[config.mk]
export PLATFORM = sky130hd
export DESIGN_NAME = preamble_correlator
export DESIGN_NICKNAME = d
export VERILOG_FILES = /design/src/rtl/preamble_correlator.sv
export SDC_FILE = /design/constraint.sdc
export NUM_CORES = 1
export LEC_CHECK = 0
export BUFFER_PORTS_ARGS = -buffer_cell sky130_fd_sc_hd__buf_2
export CORE_ASPECT_RATIO = 1.25
export CORE_MARGIN = 4
export CORE_UTILIZATION = 50
export DETAILED_ROUTE_END_ITERATION = 6
export MAX_ROUTING_LAYER = met4
export PLACE_DENSITY = 0.76
export SETUP_SLACK_MARGIN = 0.1
export SLEW_MARGIN = 15
export SYNTH_ARGS = -nofsm -noshare
export SYNTH_HDL_FRONTEND = slang
export SYNTH_SLANG_ARGS = --single-unit
[constraint.sdc]
create_clock -name clk -period 6.3 [get_ports clk]
set_clock_uncertainty 0.15 [all_clocks]
set_input_delay 1.26 -clock clk [delete_from_list [all_inputs] [get_ports clk]]
set_output_delay 1.26 -clock clk [all_outputs]
set_load 0.1 [all_outputs]
[src/rtl/preamble_correlator.sv]
// preamble_correlator: sliding 1-bit correlator with polarity folding, one-wavelength peak search and lock
module preamble_correlator #(
  parameter int PREAMBLE_LENGTH = 8,
  parameter int WAVELENGTH = 8,
  parameter logic [PREAMBLE_LENGTH-1:0] PREAMBLE = 8'b10110010,
  parameter int THRESHOLD = 0,
  localparam int SAMPLE_COUNT = PREAMBLE_LENGTH * WAVELENGTH,
  localparam int SW = $clog2(SAMPLE_COUNT + 1),
  localparam int PW = $clog2(WAVELENGTH)
) (
  input  logic          clk,
  input  logic          reset,
  input  logic          clear,
  input  logic          sample_valid,
  input  logic          sample,
  output logic          detected,
  output logic          locked,
  output logic [PW-1:0] phase,
  output logic [SW-1:0] score,
  output logic          polarity
);
  localparam int WW = $clog2(WAVELENGTH + 1);
  localparam logic [1:0] SEARCH = 2'd0;
  localparam logic [1:0] PEAK = 2'd1;
  localparam logic [1:0] LOCKED = 2'd2;
  function automatic logic [SAMPLE_COUNT-1:0] make_template();
    logic [SAMPLE_COUNT-1:0] t;
    t = '0;
    for (int k = 0; k < SAMPLE_COUNT; k++)
      t[SAMPLE_COUNT-1-k] = PREAMBLE[PREAMBLE_LENGTH-1-k/WAVELENGTH] ^ ((k % WAVELENGTH) >= WAVELENGTH / 2);
    return t;
  endfunction
  localparam logic [SAMPLE_COUNT-1:0] TEMPLATE = make_template();
  logic [SAMPLE_COUNT-1:0] hist_q, hist_d;
  logic [SW-1:0] fill_q, fill_d, dist_q, dist_d, best_f_q, best_f_d, score_q, score_d;
  logic [PW-1:0] ph_q, ph_d, tag_q, tag_d, dtag_q, dtag_d, best_t_q, best_t_d, phase_q, phase_d;
  logic acc_q, acc_d, dv_q, dv_d, best_p_q, best_p_d, det_q, det_d, pol_q, pol_d;
  logic [1:0] state_q, state_d;
  logic [WW-1:0] win_q, win_d;
  logic [SW-1:0] inv, fold;
  logic fpol, better;
  always_comb begin
    hist_d = sample_valid ? {hist_q[SAMPLE_COUNT-2:0], sample} : hist_q;
    fill_d = (sample_valid && fill_q != SW'(SAMPLE_COUNT)) ? fill_q + 1'b1 : fill_q;
    ph_d = sample_valid ? ((ph_q == PW'(WAVELENGTH - 1)) ? '0 : ph_q + 1'b1) : ph_q;
    acc_d = sample_valid;
    tag_d = ph_q;
    dv_d = acc_q && fill_q == SW'(SAMPLE_COUNT);
    dtag_d = tag_q;
    dist_d = '0;
    for (int i = 0; i < SAMPLE_COUNT; i++)
      dist_d = dist_d + SW'(hist_q[i] ^ TEMPLATE[i]);
  end
  // Fold the raw distance so the inverted carrier scores as well as the upright one
  always_comb begin
    inv = SW'(SAMPLE_COUNT) - dist_q;
    fpol = inv < dist_q;
    fold = fpol ? inv : dist_q;
    better = fold < best_f_q;
    state_d = state_q;
    win_d = win_q;
    best_f_d = best_f_q;
    best_p_d = best_p_q;
    best_t_d = best_t_q;
    det_d = 1'b0;
    phase_d = phase_q;
    score_d = score_q;
    pol_d = pol_q;
    if (clear) begin
      state_d = SEARCH;
      win_d = '0;
      best_f_d = '0;
      best_p_d = 1'b0;
      best_t_d = '0;
      phase_d = '0;
      score_d = '0;
      pol_d = 1'b0;
    end else if (dv_q && state_q == SEARCH && fold <= SW'(THRESHOLD)) begin
      state_d = PEAK;
      win_d = WW'(1);
      best_f_d = fold;
      best_p_d = fpol;
      best_t_d = dtag_q;
    end else if (dv_q && state_q == PEAK) begin
      best_f_d = better ? fold : best_f_q;
      best_p_d = better ? fpol : best_p_q;
      best_t_d = better ? dtag_q : best_t_q;
      win_d = win_q + 1'b1;
      if (win_d == WW'(WAVELENGTH)) begin
        state_d = LOCKED;
        det_d = 1'b1;
        phase_d = best_t_d;
        score_d = best_f_d;
        pol_d = best_p_d;
      end
    end
  end
  always_ff @(posedge clk) begin
    if (reset) begin
      hist_q <= '0;
      fill_q <= '0;
      ph_q <= '0;
      acc_q <= 1'b0;
      tag_q <= '0;
      dv_q <= 1'b0;
      dist_q <= '0;
      dtag_q <= '0;
      state_q <= SEARCH;
      win_q <= '0;
      best_f_q <= '0;
      best_p_q <= 1'b0;
      best_t_q <= '0;
      det_q <= 1'b0;
      phase_q <= '0;
      score_q <= '0;
      pol_q <= 1'b0;
    end else begin
      hist_q <= hist_d;
      fill_q <= fill_d;
      ph_q <= ph_d;
      acc_q <= acc_d;
      tag_q <= tag_d;
      dv_q <= dv_d;
      dist_q <= dist_d;
      dtag_q <= dtag_d;
      state_q <= state_d;
      win_q <= win_d;
      best_f_q <= best_f_d;
      best_p_q <= best_p_d;
      best_t_q <= best_t_d;
      det_q <= det_d;
      phase_q <= phase_d;
      score_q <= score_d;
      pol_q <= pol_d;
    end
  end
  assign detected = det_q;
  assign locked = state_q == LOCKED;
  assign phase = phase_q;
  assign score = score_q;
  assign polarity = pol_q;
endmodule

==> results.py, run 1 <==
metrics = {
    "place": {
        "io_buffer_count": 17,
        "place_inst": 813,
        "dp_hpwl_um": 8500,
        "gp_routability_congestion": 0.910,
    },
    "finish": {
        "instances_no_fill": 846,
        "nets": 754,
        "syn_to_final_growth_pct": 14.0,
        "drive_gt1_frac": 0.131,
        "antenna_cells": 0,
    },
    "global_route": {
        "grt_pass1_vias": 4510,
        "antenna_found_initial": 0,
        "grt_usage": 0.183,
        "grt_pass1_wl_um": 20600,
        "grt_max_degree": 92,
        "grt-ovfl-total": 0,
    },
    "synthesis": {
        "yosys_warnings": 0,
        "yosys.area.top_type": "dfxtp_1",
        "dominantRegCellSynth": "dfxtp_1",
        "synth.most_common_cell": "dfxtp_1",
        "synthArstFlopShare": 0,
        "synth_commonest_cells": "dfxtp_1 (118), inv_1 (108), nor2_1 (106)",
        "syn-num-nets": 739,
        "syn_inst": 650,
        "synthDistinctLibCells": 51,
        "synth_top_cell_area_share": 0.368,
        "yosys_register_bits": 118,
        "synth_area_leaders": "dfxtp_1 (37%), fa_1 (17%), mux2i_1 (12%), inv_1 (6.3%), nor2_1 (6.2%)",
        "ys_seq_area_frac": 0.368,
        "synth-edff-count": 0,
        "synth.cell_area_um2": 6410,
        "syn_avg_cell_area_um2": 9.87,
    },
    "clocking": {
        "cts_buffer_depth": 2,
        "htree_levels": 4,
        "clk_latency_ns": 0.42,
        "cts_tree": "built",
        "cts_root_buffer": "clkbuf_16",
        "hold_buffers": 0,
        "clkSlewWorstSetupHoldPaths_ns": 0.06,
        "clock-sinks": 118,
        "numCtsBuffers": 17,
    },
    "worst_hold_path": {
        "worstHoldPathType": "reg2reg",
        "min-delay-start": "dtag_d[2]",
    },
    "floorplanning": {
        "core_region_area_um2": 12600,
        "num_rows": 46,
        "pin_count": 18,
        "die-height_um": 135,
        "fp.dieArea_um2": 14700,
        "die_w_um": 109,
        "start_util": 0.509,
    },
    "detailed_routing": {
        "avgRoutedWirePerCell_um": 14.1,
        "dr.pass1.iters": 5,
        "routed_wl_um": 11900,
        "via_count": 4254,
        "drtIter0Drc": 182,
        "viasPerCell": 5.03,
        "drc_errors": 0,
        "antenna_left": 0,
    },
    "setup_path": {
        "cp.required_ns": 6.40,
        "crit_arrival_ns": 6.15,
        "critPathLaunchType": "flip-flop",
        "critPathMaxFanout": 3,
        "r2r_start": "hist_q[17]",
        "crit_type": "reg2reg",
        "worstSetupEndpointType": "flip-flop",
        "cp-startpoint": "hist_q[17]",
    },
    "power": {
        "clockPowerShare": 0.487,
        "worst_ir_drop_vdd_mv": 0.164,
        "switching_share": 0.274,
        "p_leak_nw": 3.17,
        "switchingPower_uw": 588,
        "p_int_mw": 1.56,
        "p_per_area_nw_per_um2": 293,
        "seqPwrFrac": 0.358,
        "combPwrFrac": 0.154,
        "p_total_mw": 2.14,
    },
    "timing": {
        "layout_worst_path_cycle_share": 0.961,
        "drv_slew": 0,
        "fin_tns_setup_ns": 0,
        "fmax_ghz": 0.165,
        "whs_ns": 0.288,
        "rsz0062_at_grt": "true",
        "setup_viol": 0,
        "finalCriticalPeriod_ns": 6.05,
        "tightest_slew_ns": 0.905,
        "slew_headroom": 0.396,
        "hold_viol": 0,
    },
    "status": {
        "status": "finished, final reports clean",
    },
    "job": {
        "cap_viol_max_count": 0,
    },
}
-- per-stage QoR --
step | setup slack [ns] | instance area [um2] | util
global placement | 0.228 | 6630 | 0.526
detailed placement | 0.102 | 6630 | 0.526
floorplan | 0.352 | 6410 | -
global route | 0.0383 | 7310 | 0.580
CTS | 0.124 | 7270 | 0.577
finish | 0.248 | 7310 | 0.580
-- worst paths after layout --
path | depth (start not counted) | to | slack (ns)
setup / recovery | 20 | dist_q[6] | 0.25
hold / removal | 1 | dtag_q[2] | 0.29
setup reg to reg | 20 | dist_q[6] | 0.25
hold reg to reg | 1 | dtag_q[2] | 0.29
-- what timing repair did --
item	CTS	global route
gates cloned	0	0
pin swaps	0	15
endpoints found under the setup margin	1	3
gates resized for setup	1	22
buffers inserted	0	1
-- cell type report --
| type | count | area, um2 |
|---|---|---|
| clock buffers | 17 | 425 |
| clock inverters | 15 | 216 |
| fillers | 1014 | 5290 |
| inverters | 108 | 405 |
| multi-input cells | 399 | 3560 |
| flip-flops and latches | 118 | 2370 |
| well taps | 168 | 210 |
| repair buffers | 21 | 118 |
-- cell families after synthesis --
| family | share of synthesized area |
|---|---|
| compound gates | 0.0593 |
| xor+xnor | 0.0189 |
| fa+ha+maj | 0.227 |
| buf+inv | 0.0796 |
| flops | 0.368 |
| mux | 0.126 |
| simple gates | 0.121 |
-- per-layer routing --
| metal | vias up | routed length, um | part of all wire | GRT usage |
|---|---|---|---|---|
| li1 | 2105 | - | - | - |
| met3 | 26 | 322 | 0.027 | 0.0402 |
| met2 | 56 | 6220 | 0.52 | 0.309 |
| met5 | - | 0 | 0 | - |
| met1 | 2067 | 5110 | 0.43 | 0.213 |
| met4 | 0 | 241 | 0.020 | 0.0672 |
-- worst max-delay path, cell delays in order, from the launching register on --
cell     delay [ns]
dfxtp_2        0.33
inv_1          0.05
fa_1           0.53
inv_1          0.05
fa_1           0.49
inv_2          0.04
fa_1           0.49
inv_2          0.05
fa_2           0.57
fa_2           0.45
fa_1           0.53
fa_1           0.43
fa_1           0.50
inv_1          0.04
ha_1           0.20
fa_2           0.35
a21o_1         0.20
a21oi_2        0.15
nor2b_1        0.07
o21ai_1        0.12
a21oi_1        0.08
-- power by group through the flow --
stage	clock [mW]	combinational [mW]	sequential, mW
2_1_floorplan	0	0.265	0.781
3_3_place_gp	0	0.305	0.783
3_5_place_dp	0	0.318	0.784
4_1_cts	1.06	0.325	0.768
5_1_grt	1.10	0.369	0.769
6_report	1.04	0.330	0.768
-- cells in the final DEF, fill, tap and decap left out, types with 6 or more instances in the layout --
master / Yosys / final
dfxtp_1: 118 / 109
nor2_1: 106 / 106
inv_1: 108 / 103
mux2i_1: 78 / 78
fa_1: 54 / 48
ha_1: 30 / 30
nand2_1: 19 / 19
a21oi_1: 20 / 18
clkbuf_16: 0 / 17
buf_2: 1 / 16
nor2b_1: 12 / 12
a211oi_1: 9 / 9
dfxtp_2: 0 / 9
o211ai_1: 7 / 7
xor2_1: 7 / 7
fa_2: 0 / 6
-- registers in the layout (all words and copies together), names as in the netlist --
name      flops
hist_q       64
best_f_q      7
dist_q        7
fill_q        7
score         7
win_q         4
best_t_q      3
dtag_d        3
dtag_q        3
ph_q          3
phase         3
state_q       2
acc_q         1
best_p_q      1
detected      1
dv_q          1
polarity      1
Note: power is estimated with default switching activity, not from simulation.
==> run 2: changes to the inputs <==
--- a/config.mk
+++ b/config.mk
@@ -7,7 +7,6 @@
 export LEC_CHECK = 0
 export BUFFER_PORTS_ARGS = -buffer_cell sky130_fd_sc_hd__buf_2
 export CORE_ASPECT_RATIO = 1.25
-export CORE_MARGIN = 4
 export CORE_UTILIZATION = 50
 export DETAILED_ROUTE_END_ITERATION = 6
 export MAX_ROUTING_LAYER = met4
==> run 2 against run 1 <==
Critical path depth unchanged. Largest cell class unchanged. Clock power decreased by 12%. Cell count decreased by 0.71%. Critical endpoint is now dist_q[5].
==> results.py, run 2 (synthesis results as in run 1) <==
metrics = {
    "floorplanning": {
        "fp.dieArea_um2": 13300,
        "pin_count": 18,
        "start_util": 0.520,
        "num_rows": 45,
        "core_region_area_um2": 12300,
        "die-height_um": 129,
        "die_w_um": 103,
    },
    "global_route": {
        "grt_usage": 0.204,
        "grt-ovfl-total": 0,
        "antenna_found_initial": 0,
        "grt_pass1_vias": 4512,
        "grt_pass1_wl_um": 20100,
        "grt_max_degree": 92,
    },
    "job": {
        "cap_viol_max_count": 0,
    },
    "finish": {
        "most-common-layout-cells": "dfxtp_1 (109), nor2_1 (106), inv_1 (104), mux2i_1 (78), fa_1 (47)",
        "antenna_cells": 0,
        "fin_util": 0.586,
        "regMostFlops": "hist_q",
        "final_common_cell": "dfxtp_1",
        "fin_area_um2": 7220,
        "nets": 752,
        "drive_gt1_frac": 0.129,
        "largest_reg_flops": 64,
        "syn_to_final_growth_pct": 12.6,
    },
    "detailed_routing": {
        "viasPerCell": 5.13,
        "antenna_left": 0,
        "top_layer_used": "met4",
        "met1_length_um": 4730,
        "dr.pass1.iters": 4,
        "dr_wl_met2_um": 6380,
        "via_count": 4312,
        "avgRoutedWirePerCell_um": 14.0,
        "drtIter0Drc": 146,
        "routed_wl_um": 11800,
        "wl_met3_um": 283,
        "drc_errors": 0,
    },
    "clocking": {
        "numCtsBuffers": 17,
        "clock-sinks": 118,
        "clkSlewWorstSetupHoldPaths_ns": 0.06,
        "cts_root_buffer": "clkbuf_16",
        "cts_buffer_depth": 2,
        "htree_levels": 4,
        "cts_tree": "built",
        "clk_latency_ns": 0.41,
    },
    "setup_path": {
        "critPathLaunchType": "flip-flop",
        "crit_type": "reg2reg",
        "r2r_setup_slack_ns": 0.29,
        "cp.required_ns": 6.41,
        "cp-startpoint": "hist_q[3]",
        "crit_arrival_ns": 6.13,
        "r2r_start": "hist_q[3]",
        "critPathMaxFanout": 3,
        "crit_end": "dist_q[5]",
        "worst_r2r_path_depth": 20,
        "worstSetupEndpointType": "flip-flop",
        "r2r_end": "dist_q[5]",
    },
    "timing": {
        "setup_viol": 0,
        "layout_worst_path_cycle_share": 0.955,
        "hold_viol": 0,
        "rsz0062_at_grt": "true",
        "finalCriticalPeriod_ns": 6.01,
        "tightest_slew_ns": 0.893,
        "fin_tns_setup_ns": 0,
        "fmax_ghz": 0.166,
        "whs_ns": 0.283,
        "drv_slew": 0,
        "slew_headroom": 0.405,
    },
    "place": {
        "gp_routability_congestion": 0.883,
        "dp_hpwl_um": 8510,
        "io_buffer_count": 17,
        "placed_area_um2": 6620,
    },
    "power": {
        "switchingPower_uw": 575,
        "p_leak_nw": 3.13,
        "clockPowerShare": 0.457,
        "switching_share": 0.286,
        "worst_ir_drop_vdd_mv": 0.139,
        "seqPwrFrac": 0.382,
        "p_int_mw": 1.43,
        "p_per_area_nw_per_um2": 278,
        "combPwrFrac": 0.161,
    },
    "worst_hold_path": {
        "worstHoldPathType": "reg2reg",
    },
    "status": {
        "status": "finished, final reports clean",
    },
}
## run 2: cell types whose count changed in the layout (fill, tap and decap cells not counted), sizes merged
| cell | change |
|---|---|
| buf | -2 |
| bufinv | -3 |
| clkinv | +3 |
| clkinvlp | -1 |
| inv | +1 |
## run 2: power by group through the flow
stage	sequential, mW	clock, mW	combinational [mW]
after floorplan	0.781	0	0.265
after global placement	0.783	0	0.300
after detailed placement	0.784	0	0.315
after CTS	0.768	0.936	0.321
after global routing	0.769	0.961	0.357
final	0.768	0.917	0.323
## run 2: layout make-up
cell class	instances	area, um2
clock buffer	17	425
clock inverter	15	144
fill	1018	5110
inverter	108	405
multi-input combinational	399	3570
sequential	118	2370
tap	164	205
timing repair buffer	19	103
## run 2: worst min-delay path by stage
| stage | from | end | slack [ns] | cells past startpoint |
|---|---|---|---|---|
| after floorplan | dtag_d[0] | dtag_q[0] | 0.26 | 1 |
| after detailed placement | dtag_d[0] | dtag_q[0] | 0.27 | 1 |
| final | dtag_d[0] | dtag_q[0] | 0.28 | 1 |
| after global placement | dtag_d[2] | dtag_q[2] | 0.27 | 1 |
| after global routing | dtag_d[2] | dtag_q[2] | 0.31 | 1 |
| after CTS | dtag_d[0] | dtag_q[0] | 0.29 | 1 |
## run 2: critical path, stage by stage, from the launching register on
cell and delay, ns:
dfxtp_1 0.34, fa_2 0.63, fa_1 0.19, inv_1 0.06, fa_1 0.53, inv_1 0.06, fa_1 0.54, inv_1 0.06
fa_1 0.55, fa_1 0.44, fa_1 0.49, inv_1 0.05, fa_1 0.54, inv_2 0.05, ha_1 0.28, a21o_1 0.15
a21o_1 0.19, a21o_1 0.19, a21oi_2 0.15, xor2_1 0.17, nor2_1 0.05
## run 2: what timing repair did
action                                  CTS  global route
buffers inserted                          0             0
pin swaps                                 2            16
hold buffers                              0             0
gates cloned                              0             0
endpoints found under the hold margin     0             0
resized for setup                         2            21
endpoints found under the setup margin    1             3
## run 2: stage by stage
step / std cells / power, mW / setup WS, ns
global route: 840 / 2.09 / 0.0462
floorplan: 650 / 1.05 / 0.352
global placement: 808 / 1.08 / 0.219
detailed placement: 808 / 1.10 / 0.0989
CTS: 840 / 2.02 / 0.115
finish: 840 / 2.01 / 0.286
## run 2: metal layers
| metal | GRT usage | vias up |
|---|---|---|
| met4 | 0.104 | 0 |
| li1 | - | 2100 |
| met5 | - | - |
| met2 | 0.369 | 78 |
| met3 | 0.0521 | 36 |
| met1 | 0.198 | 2098 |
==> run 3: changes to the inputs <==
--- a/config.mk
+++ b/config.mk
@@ -6,11 +6,14 @@
 export NUM_CORES = 1
 export LEC_CHECK = 0
 export BUFFER_PORTS_ARGS = -buffer_cell sky130_fd_sc_hd__buf_2
+export CELL_PAD_IN_SITES_DETAIL_PLACEMENT = 0
+export CELL_PAD_IN_SITES_GLOBAL_PLACEMENT = 1
 export CORE_ASPECT_RATIO = 1.25
-export CORE_UTILIZATION = 50
+export CORE_UTILIZATION = 45
 export DETAILED_ROUTE_END_ITERATION = 6
 export MAX_ROUTING_LAYER = met4
-export PLACE_DENSITY = 0.76
+export PLACE_DENSITY = 0.83
+export RECOVER_POWER = 25
 export SETUP_SLACK_MARGIN = 0.1
 export SLEW_MARGIN = 15
 export SYNTH_ARGS = -nofsm -noshare
==> run 3 against run 2 <==
The run now ends with capacitance limit, slew limit left. Non-clock buffer count did not move. Critical path depth is the same. Cell area is 0.10% lower. Global-route usage shrank 2.6 points. First-iteration DRC count decreased by 14%. Wire length is 1.4% lower.
==> results.py, run 3 (synthesis results as in run 1) <==
metrics = {
    "setup_path": {
        "crit_arrival_ns": 6.20,
        "path_cells": "fa_1, inv_1, fa_2, fa_1, inv_1, fa_1, inv_1, fa_1, fa_1, fa_1, inv_1, fa_1, inv_1, ha_1, a21o_1, a21o_1, a21o_1, a21oi_2, xor2_1, nor2_1",
        "cpMaxStageDelayCell": "fa_1",
        "critPathLaunchType": "flip-flop",
        "cp_slowest_stage_delay_ns": 0.54,
        "crit_family": "adder cells",
        "cp.depth": 20,
        "worst_r2r_path_depth": 20,
        "worstPathBufferInverterCount": 5,
        "cpMostUsedCell": "fa_1",
        "crit_type": "reg2reg",
        "cp.required_ns": 6.41,
        "worstSetupEndpointType": "flip-flop",
        "critPathMaxFanout": 3,
    },
    "timing": {
        "tightest_slew_ns": 4.82,
        "drv_slew": 74,
        "setup_viol": 0,
        "worst_slack_ns": 0.214,
        "fin_tns_setup_ns": 0,
        "slew_headroom": -2.22,
        "rsz0062_at_grt": "true",
        "fmax_ghz": 0.164,
        "hold_viol": 0,
        "finalCriticalPeriod_ns": 6.09,
        "layout_worst_path_cycle_share": 0.966,
    },
    "clocking": {
        "cts_root_buffer": "clkbuf_16",
        "clk_latency_ns": 0.42,
        "cts_tree": "built",
        "cts_buffer_depth": 2,
        "clock-sinks": 118,
        "hold_buffers": 0,
        "clkSlewWorstSetupHoldPaths_ns": 0.05,
        "htree_levels": 4,
        "numCtsBuffers": 17,
    },
    "detailed_routing": {
        "drc_errors": 0,
        "via_count": 4246,
        "viasPerCell": 5.00,
        "drtIter0Drc": 126,
        "antenna_left": 0,
        "routed_wl_um": 11600,
        "dr.pass1.iters": 6,
        "avgRoutedWirePerCell_um": 13.6,
    },
    "floorplanning": {
        "core_region_area_um2": 13900,
        "start_util": 0.462,
        "pin_count": 18,
        "num_rows": 48,
        "die-height_um": 135,
        "fp.dieArea_um2": 14700,
        "die_w_um": 109,
    },
    "status": {
        "violations": "capacitance limit, slew limit",
        "status": "finished with violations",
    },
    "place": {
        "place_ws_ns": 0.116,
        "io_buffer_count": 17,
        "dp_hpwl_um": 8630,
        "gp_routability_congestion": 0.837,
        "place_inst": 818,
    },
    "worst_hold_path": {
        "min_path_cells": 1,
        "worstHoldPathType": "reg2reg",
    },
    "finish": {
        "antenna_cells": 0,
        "regMostFlops": "hist_q",
        "drive_gt1_frac": 0.116,
        "instances_no_fill": 850,
        "syn_to_final_growth_pct": 12.5,
        "nets": 752,
        "final_common_cell": "dfxtp_1",
        "num-fill-cells": 1250,
        "largest_reg_flops": 64,
        "most-common-layout-cells": "dfxtp_1 (110), inv_1 (106), nor2_1 (106), mux2i_1 (78), fa_1 (49)",
    },
    "global_route": {
        "grt-ovfl-total": 0,
        "grt_pass1_wl_um": 19500,
        "grt_max_degree": 92,
        "grt_pass1_vias": 4292,
        "grt.busiest_layer": "met2",
        "use_met2": 0.308,
        "met1_usage": 0.195,
        "antenna_found_initial": 0,
        "grt_usage": 0.179,
        "grtUsageMet3": 0.0467,
    },
    "power": {
        "p_total_mw": 1.99,
        "worst_ir_drop_vdd_mv": 0.174,
        "p_per_area_nw_per_um2": 275,
        "p_leak_nw": 3.12,
    },
    "job": {
        "cap_viol_max_count": 1,
    },
}
==> run 3: power breakdown <==
| part | switching, mW | total [mW] | internal (mW) |
|---|---|---|---|
| clock | 0.326 | 0.888 | 0.562 |
| combinational | 0.199 | 0.331 | 0.132 |
| sequential | 0.0104 | 0.769 | 0.758 |
| total | 0.535 | 1.99 | 1.45 |
==> run 3: what timing repair did <==
| action | 4_1_cts | 5_1_grt |
|---|---|---|
| hold endpoints to repair | 0 | 0 |
| gates resized for setup | 0 | 18 |
| setup endpoints to repair | 0 | 3 |
| buffers inserted | 0 | 1 |
==> run 3: area by class of cell <==
| cell class | instances | area [um2] | area share |
|---|---|---|---|
| Multi-Input combinational cell | 399 | 3560 | 0.494 |
| Sequential cell | 118 | 2370 | 0.329 |
| Clock buffer | 25 | 515 | 0.0715 |
| Inverter | 108 | 405 | 0.0562 |
| Tap cell | 175 | 219 | 0.0304 |
| Timing Repair Buffer | 19 | 98.8 | 0.0137 |
| Clock inverter | 6 | 42.5 | 0.00590 |
==> run 3: final timing paths <==
kind / endpoint / slack [ns] / from
worst max-delay path: dist_q[5] / 0.21 / hist_q[45]
worst min-delay path: dtag_q[2] / 0.29 / dtag_d[2]
worst max register to register: dist_q[5] / 0.21 / hist_q[45]
worst min register to register: dtag_q[2] / 0.29 / dtag_d[2]
==> run 3: layer usage <==
layer  vias to the layer above  share of wire
li1                       2095              -
met1                      2073           0.42
met2                        54           0.53
met3                        24          0.027
met4                         0          0.019
met5                         -              0
==> run 3: per-stage QoR <==
stage	hold slack, ns	util	cell area (um2)
after global routing	0.297	0.520	7210
after detailed placement	0.272	0.477	6620
after floorplan	0.264	-	6410
after global placement	0.278	0.477	6620
after CTS	0.286	0.518	7180
final	0.285	0.520	7210
